$ cat config.mk
export PLATFORM = sky130hd
export DESIGN_NAME = w_reg_ctx_ctrl
export DESIGN_NICKNAME = d
export VERILOG_FILES = /design/src/rtl/w_reg_ctx_ctrl.sv
export SDC_FILE = /design/constraint.sdc
export NUM_CORES = 1
export LEC_CHECK = 0
export CORE_AREA = 2 2 102 104
export CTS_BUF_LIST = sky130_fd_sc_hd__clkbuf_8
export DETAILED_ROUTE_END_ITERATION = 7
export DIE_AREA = 0 0 104 106
export PLACE_DENSITY = 0.48
export SLEW_MARGIN = 10
export SYNTH_ARGS = -nofsm -noshare
export SYNTH_HDL_FRONTEND = slang
export SYNTH_SLANG_ARGS = --single-unit
$ cat constraint.sdc
create_clock -name clk -period 2 [get_ports clk]
set_clock_uncertainty 0.1 [all_clocks]
set_input_delay 0.4 -clock clk [delete_from_list [all_inputs] [get_ports clk]]
set_output_delay 0.4 -clock clk [all_outputs]
set_load 0.02 [all_outputs]
$ cat src/rtl/w_reg_ctx_ctrl.sv
// W register write controller with a circular LIFO context stack; W updates on the sampling edge (registered, no bypass).
// Build macro W_ZERO_FLAG_EN adds a registered w_zero flag that tracks the value shown on w_out.
module w_reg_ctx_ctrl #(
  parameter int DATA_WIDTH = 8,
  parameter int CTX_DEPTH  = 4,
  parameter int CTX_PTR_W  = 2
) (
  input  logic                  clk,
  input  logic                  rst,
  input  logic                  wr_stb,
  input  logic [2:0]            wr_op,
  input  logic                  dest_f,
  input  logic [DATA_WIDTH-1:0] alu_in,
  input  logic [DATA_WIDTH-1:0] gpr_in,
  input  logic [DATA_WIDTH-1:0] lit_in,
  input  logic                  ctx_push,
  input  logic                  ctx_pop,
  output logic [DATA_WIDTH-1:0] w_out,
  output logic [CTX_PTR_W:0]    ctx_level,
  output logic                  ctx_ovf,
  output logic                  ctx_unf,
`ifdef W_ZERO_FLAG_EN
  output logic                  w_zero,
`endif
  output logic                  wr_drop
);

  localparam int LVL_W = CTX_PTR_W + 1;
  localparam logic [LVL_W-1:0] FULL_LVL = LVL_W'(CTX_DEPTH);

  localparam logic [2:0] OP_CLR   = 3'd1;
  localparam logic [2:0] OP_ALU_D = 3'd2;
  localparam logic [2:0] OP_GPR_D = 3'd3;
  localparam logic [2:0] OP_LIT   = 3'd4;
  localparam logic [2:0] OP_ALU   = 3'd5;

  logic [DATA_WIDTH-1:0] wReg;
  logic [DATA_WIDTH-1:0] wNext;
  logic [DATA_WIDTH-1:0] wrVal;
  logic [DATA_WIDTH-1:0] ctxMem [CTX_DEPTH];
  logic [CTX_PTR_W-1:0]  wrPtr;
  logic [CTX_PTR_W-1:0]  topPtr;
  logic [LVL_W-1:0]      level;
  logic                  ovfFlag;
  logic                  unfFlag;
  logic                  dropFlag;
  logic                  wrEn;
  logic                  isEmpty;
  logic                  isFull;
  logic                  doPush;
  logic                  doPop;
  logic                  doXchg;
  logic                  popOnly;
  logic                  popEmpty;

  // Decode the write op into an "effective write" (one that actually changes W) and its value.
  always_comb begin
    wrEn  = 1'b0;
    wrVal = '0;
    if (wr_stb) begin
      case (wr_op)
        OP_CLR:   begin wrEn = 1'b1;    wrVal = '0;     end
        OP_ALU_D: begin wrEn = !dest_f; wrVal = alu_in; end
        OP_GPR_D: begin wrEn = !dest_f; wrVal = gpr_in; end
        OP_LIT:   begin wrEn = 1'b1;    wrVal = lit_in; end
        OP_ALU:   begin wrEn = 1'b1;    wrVal = alu_in; end
        default:  begin wrEn = 1'b0;    wrVal = '0;     end
      endcase
    end
  end

  always_comb begin
    topPtr   = wrPtr - CTX_PTR_W'(1);
    isEmpty  = (level == '0);
    isFull   = (level == FULL_LVL);
    doPop    = ctx_pop && !isEmpty;
    popEmpty = ctx_pop && isEmpty;
    doPush   = ctx_push && !ctx_pop;
    doXchg   = doPop && ctx_push;
    popOnly  = doPop && !ctx_push;
    // A restore from the stack wins over any pending write.
    wNext = wReg;
    if (doPop) begin
      wNext = ctxMem[topPtr];
    end else if (wrEn) begin
      wNext = wrVal;
    end
  end

  always_ff @(posedge clk or posedge rst) begin
    if (rst) begin
      wReg     <= '0;
      wrPtr    <= '0;
      level    <= '0;
      ovfFlag  <= 1'b0;
      unfFlag  <= 1'b0;
      dropFlag <= 1'b0;
    end else begin
      wReg     <= wNext;
      dropFlag <= doPop && wrEn;
      if (doPush) begin
        wrPtr <= wrPtr + CTX_PTR_W'(1);
        if (isFull) begin
          ovfFlag <= 1'b1;
        end else begin
          level <= level + LVL_W'(1);
        end
      end else if (popOnly) begin
        wrPtr <= topPtr;
        level <= level - LVL_W'(1);
      end
      if (popEmpty) begin
        unfFlag <= 1'b1;
      end
    end
  end

  // Stack storage is deliberately left unreset.
  always_ff @(posedge clk) begin
    if (doPush) begin
      ctxMem[wrPtr] <= wReg;
    end else if (doXchg) begin
      ctxMem[topPtr] <= wReg;
    end
  end

`ifdef W_ZERO_FLAG_EN
  logic wZero;

  always_ff @(posedge clk or posedge rst) begin
    if (rst) begin
      wZero <= 1'b1;
    end else begin
      wZero <= (wNext == '0);
    end
  end

  assign w_zero = wZero;
`endif

  assign w_out     = wReg;
  assign ctx_level = level;
  assign ctx_ovf   = ovfFlag;
  assign ctx_unf   = unfFlag;
  assign wr_drop   = dropFlag;

endmodule

==> results.yml, run 1 <==
status:
  status: "completed"
cts:
  cts-root-buf: "clkbuf_8"
  cts_buffer_depth: 2
  cts_resized: 0
  postCtsHoldBufs: 0
  clk_pin_slew_worst_paths_ns: 0.09
  insertion_delay_ns: 0.29
  htreeDepth: 2
  numCtsBuffers: 5
  cts_tree: "built"
  cts_setup_buffers: 0
  clock_sinks: 48
final_layout:
  fin_util: 0.318
  multi_input_area_um2: 872
  finalNetCount: 269
  diodes: 0
  fill_cells: 1045
  ff_latch_area_um2: 1360
  area_delta_synth_final_pct: 37.0
  drive_gt1_frac: 0.233
synth:
  synth_top_area_share: 0.414
  ys_top_cells_by_count: "edfxtp_1, mux2i_1, dfrtp_1, nand2_1, o21ai_0"
  yosysSeqAreaShare: 0.586
  netlist_area_um2: 2320
  synth-edff-count: 32
  yosysTopAreaCell: "edfxtp_1"
  synth_seq_cells: 48
  synth_nets: 202
  synth_most_common_cell: "edfxtp_1"
  postSynth.asyncResetShare: 0.333
  netlist_instances: 168
  ys_types: 37
  ys_warn_count: 0
  syn_area_per_cell_um2: 13.8
  synth_area_leaders: "edfxtp_1, dfrtp_1, mux4_2, mux2i_1, o221a_2"
  synth_flop_cell: "edfxtp_1"
sta:
  grt_setup_unrepaired: "false"
  setup_viol: 0
  finalHoldViolCount: 0
  period_share: 0.959
  slew_headroom: 0.738
  fmax_ghz: 0.521
  final_max_slew_viol_count: 0
  period_minus_slack_ns: 1.92
  whs_ns: 0.328
  tightest_slew_ns: 0.391
global_routing:
  overflow: 0
  first_global_vias: 1650
  grt_max_degree: 18
  grt_antenna_before_repair: 0
  grt_pass1_wl_um: 8510
  grtUsageTotal: 0.0976
place:
  port_buffers: 46
  hpwl_um: 3890
  place_congestion: 0.760
drt:
  vias_per_cell: 4.22
  firstDrtPassIters: 4
  routedWlPerCell_um: 13.9
  vias: 1570
  drc: 0
  drtIter0Drc: 42
  routed_wl_um: 5160
  ant_nets: 0
worst_hold_path:
  hp-class: "input port to asynchronous set/reset pin"
floorplan:
  die_w_um: 104
  die_area_um2: 11000
  die_height_um: 106
  core_area_um2: 10000
  rows: 37
  io_pins: 47
  initial_core_util: 0.232
power_and_ir_drop:
  p_leak_nw: 1.18
  powerDensity_nw_per_um2: 1210
  worst_ir_drop_vdd_mv: 0.380
run:
  maxCapViolCount: 0
critical_path:
  path_max_fanout: 8
  end_kind: "primary output"
  cp.required_ns: 1.50
  cp-start-kind: "flop"
  crit_type: "flop to primary output"
  crit_arrival_ns: 1.42
critical path, stage by stage, from the launching register on:
cell	delay (ns)
dfrtp_1	0.37
buf_4	0.16
clkdlybuf4s50_1	0.60
cells by family (layout without fill, tap and decap cells):
family          Yosys count  in the layout  synth area share
flops                    48             48             0.586
compound gates           39             39             0.127
simple gates             38             38            0.0813
mux                      25             25             0.151
buf+inv                  15             83            0.0388
xor+xnor                  2              2           0.00754
fa+ha+maj                 1              1           0.00862
through the flow:
stage	setup TNS, ns	std cells	instance area (µm²)	setup WS, ns	power (mW)
final	0	372	3180	0.0818	3.85
after global routing	0	372	3180	0.00284	4.09
after CTS	0	372	3180	0.0144	3.90
after detailed placement	-4.79	364	3080	-0.185	3.29
after global placement	-3.89	364	3080	-0.165	3.27
after floorplan	0	168	2320	0.0614	2.56
sequential cells by signal, indices dropped and copies added (netlist names):
register and count:
ctxMem 32, ctx_level 3, w_out 8, wr_drop 1, ctx_ovf 1, wrPtr 2
ctx_unf 1
power breakdown:
group          total, mW  internal [mW]  switching, mW  leakage, nW
combinational       1.57          0.802          0.763        0.657
sequential          1.68           1.46          0.219        0.484
clock              0.603          0.280          0.323       0.0434
path summary, 6_finish.rpt:
check	startpoint	to	slack [ns]	cells after the start
max in group asynchronous	rst	w_out[5]	1.28	3
worst min register to register	ctx_unf	ctx_unf	0.37	1
worst min-delay path	rst	ctx_level[0]	0.33	3
worst max register to register	ctx_level[1]	ctxMem[2][7]	0.30	4
worst max-delay path	ctx_level[2]	ctx_level[2]	0.08	2
min in group clk	ctx_unf	ctx_unf	0.37	1
layer usage:
layer  up-vias  track usage  routed length (µm)
met1       752        0.130                2440
met2        41        0.161                2470
met3         2       0.0196                 214
li1        775            -                   -
met4         0       0.0309                  46
met5         -            0                   0
layout make-up:
class,count,share of cell area
tap,136,0.0535
clock buffer,6,0.0259
clock inverter,2,0.00472
inverter,3,0.00354
multi-input combinational,105,0.274
timing repair buffer,72,0.211
sequential,48,0.428
cell usage in the layout, fill, tap and decap left out, types with 4 or more instances in the layout:
master | Yosys | routed
o21ai_0 | 11 | 10
buf_4 | 1 | 25
o221a_2 | 8 | 8
clkbuf_8 | 0 | 6
mux4_2 | 8 | 8
edfxtp_1 | 32 | 32
mux2i_1 | 17 | 17
nor2b_1 | 4 | 4
clkdlybuf4s50_1 | 0 | 45
o21ai_1 | 7 | 8
a21oi_1 | 4 | 4
nand2_1 | 11 | 11
dfrtp_1 | 16 | 16
nand2b_1 | 4 | 4
nor2_1 | 9 | 9
Note: power is estimated with default switching activity, not from simulation.
==> run 2, diff against run 1 <==
Settings changed: ABC_CLOCK_PERIOD_IN_PS from default to 2000.
==> results of run 2 <==
The final DEF is identical to that of run 1; final timing and power are the same.
==> run 3, diff against run 2 <==
Settings changed: SLEW_MARGIN 10 to 20.
==> results of run 3 <==
The final DEF is identical to that of run 1; final timing and power are the same.
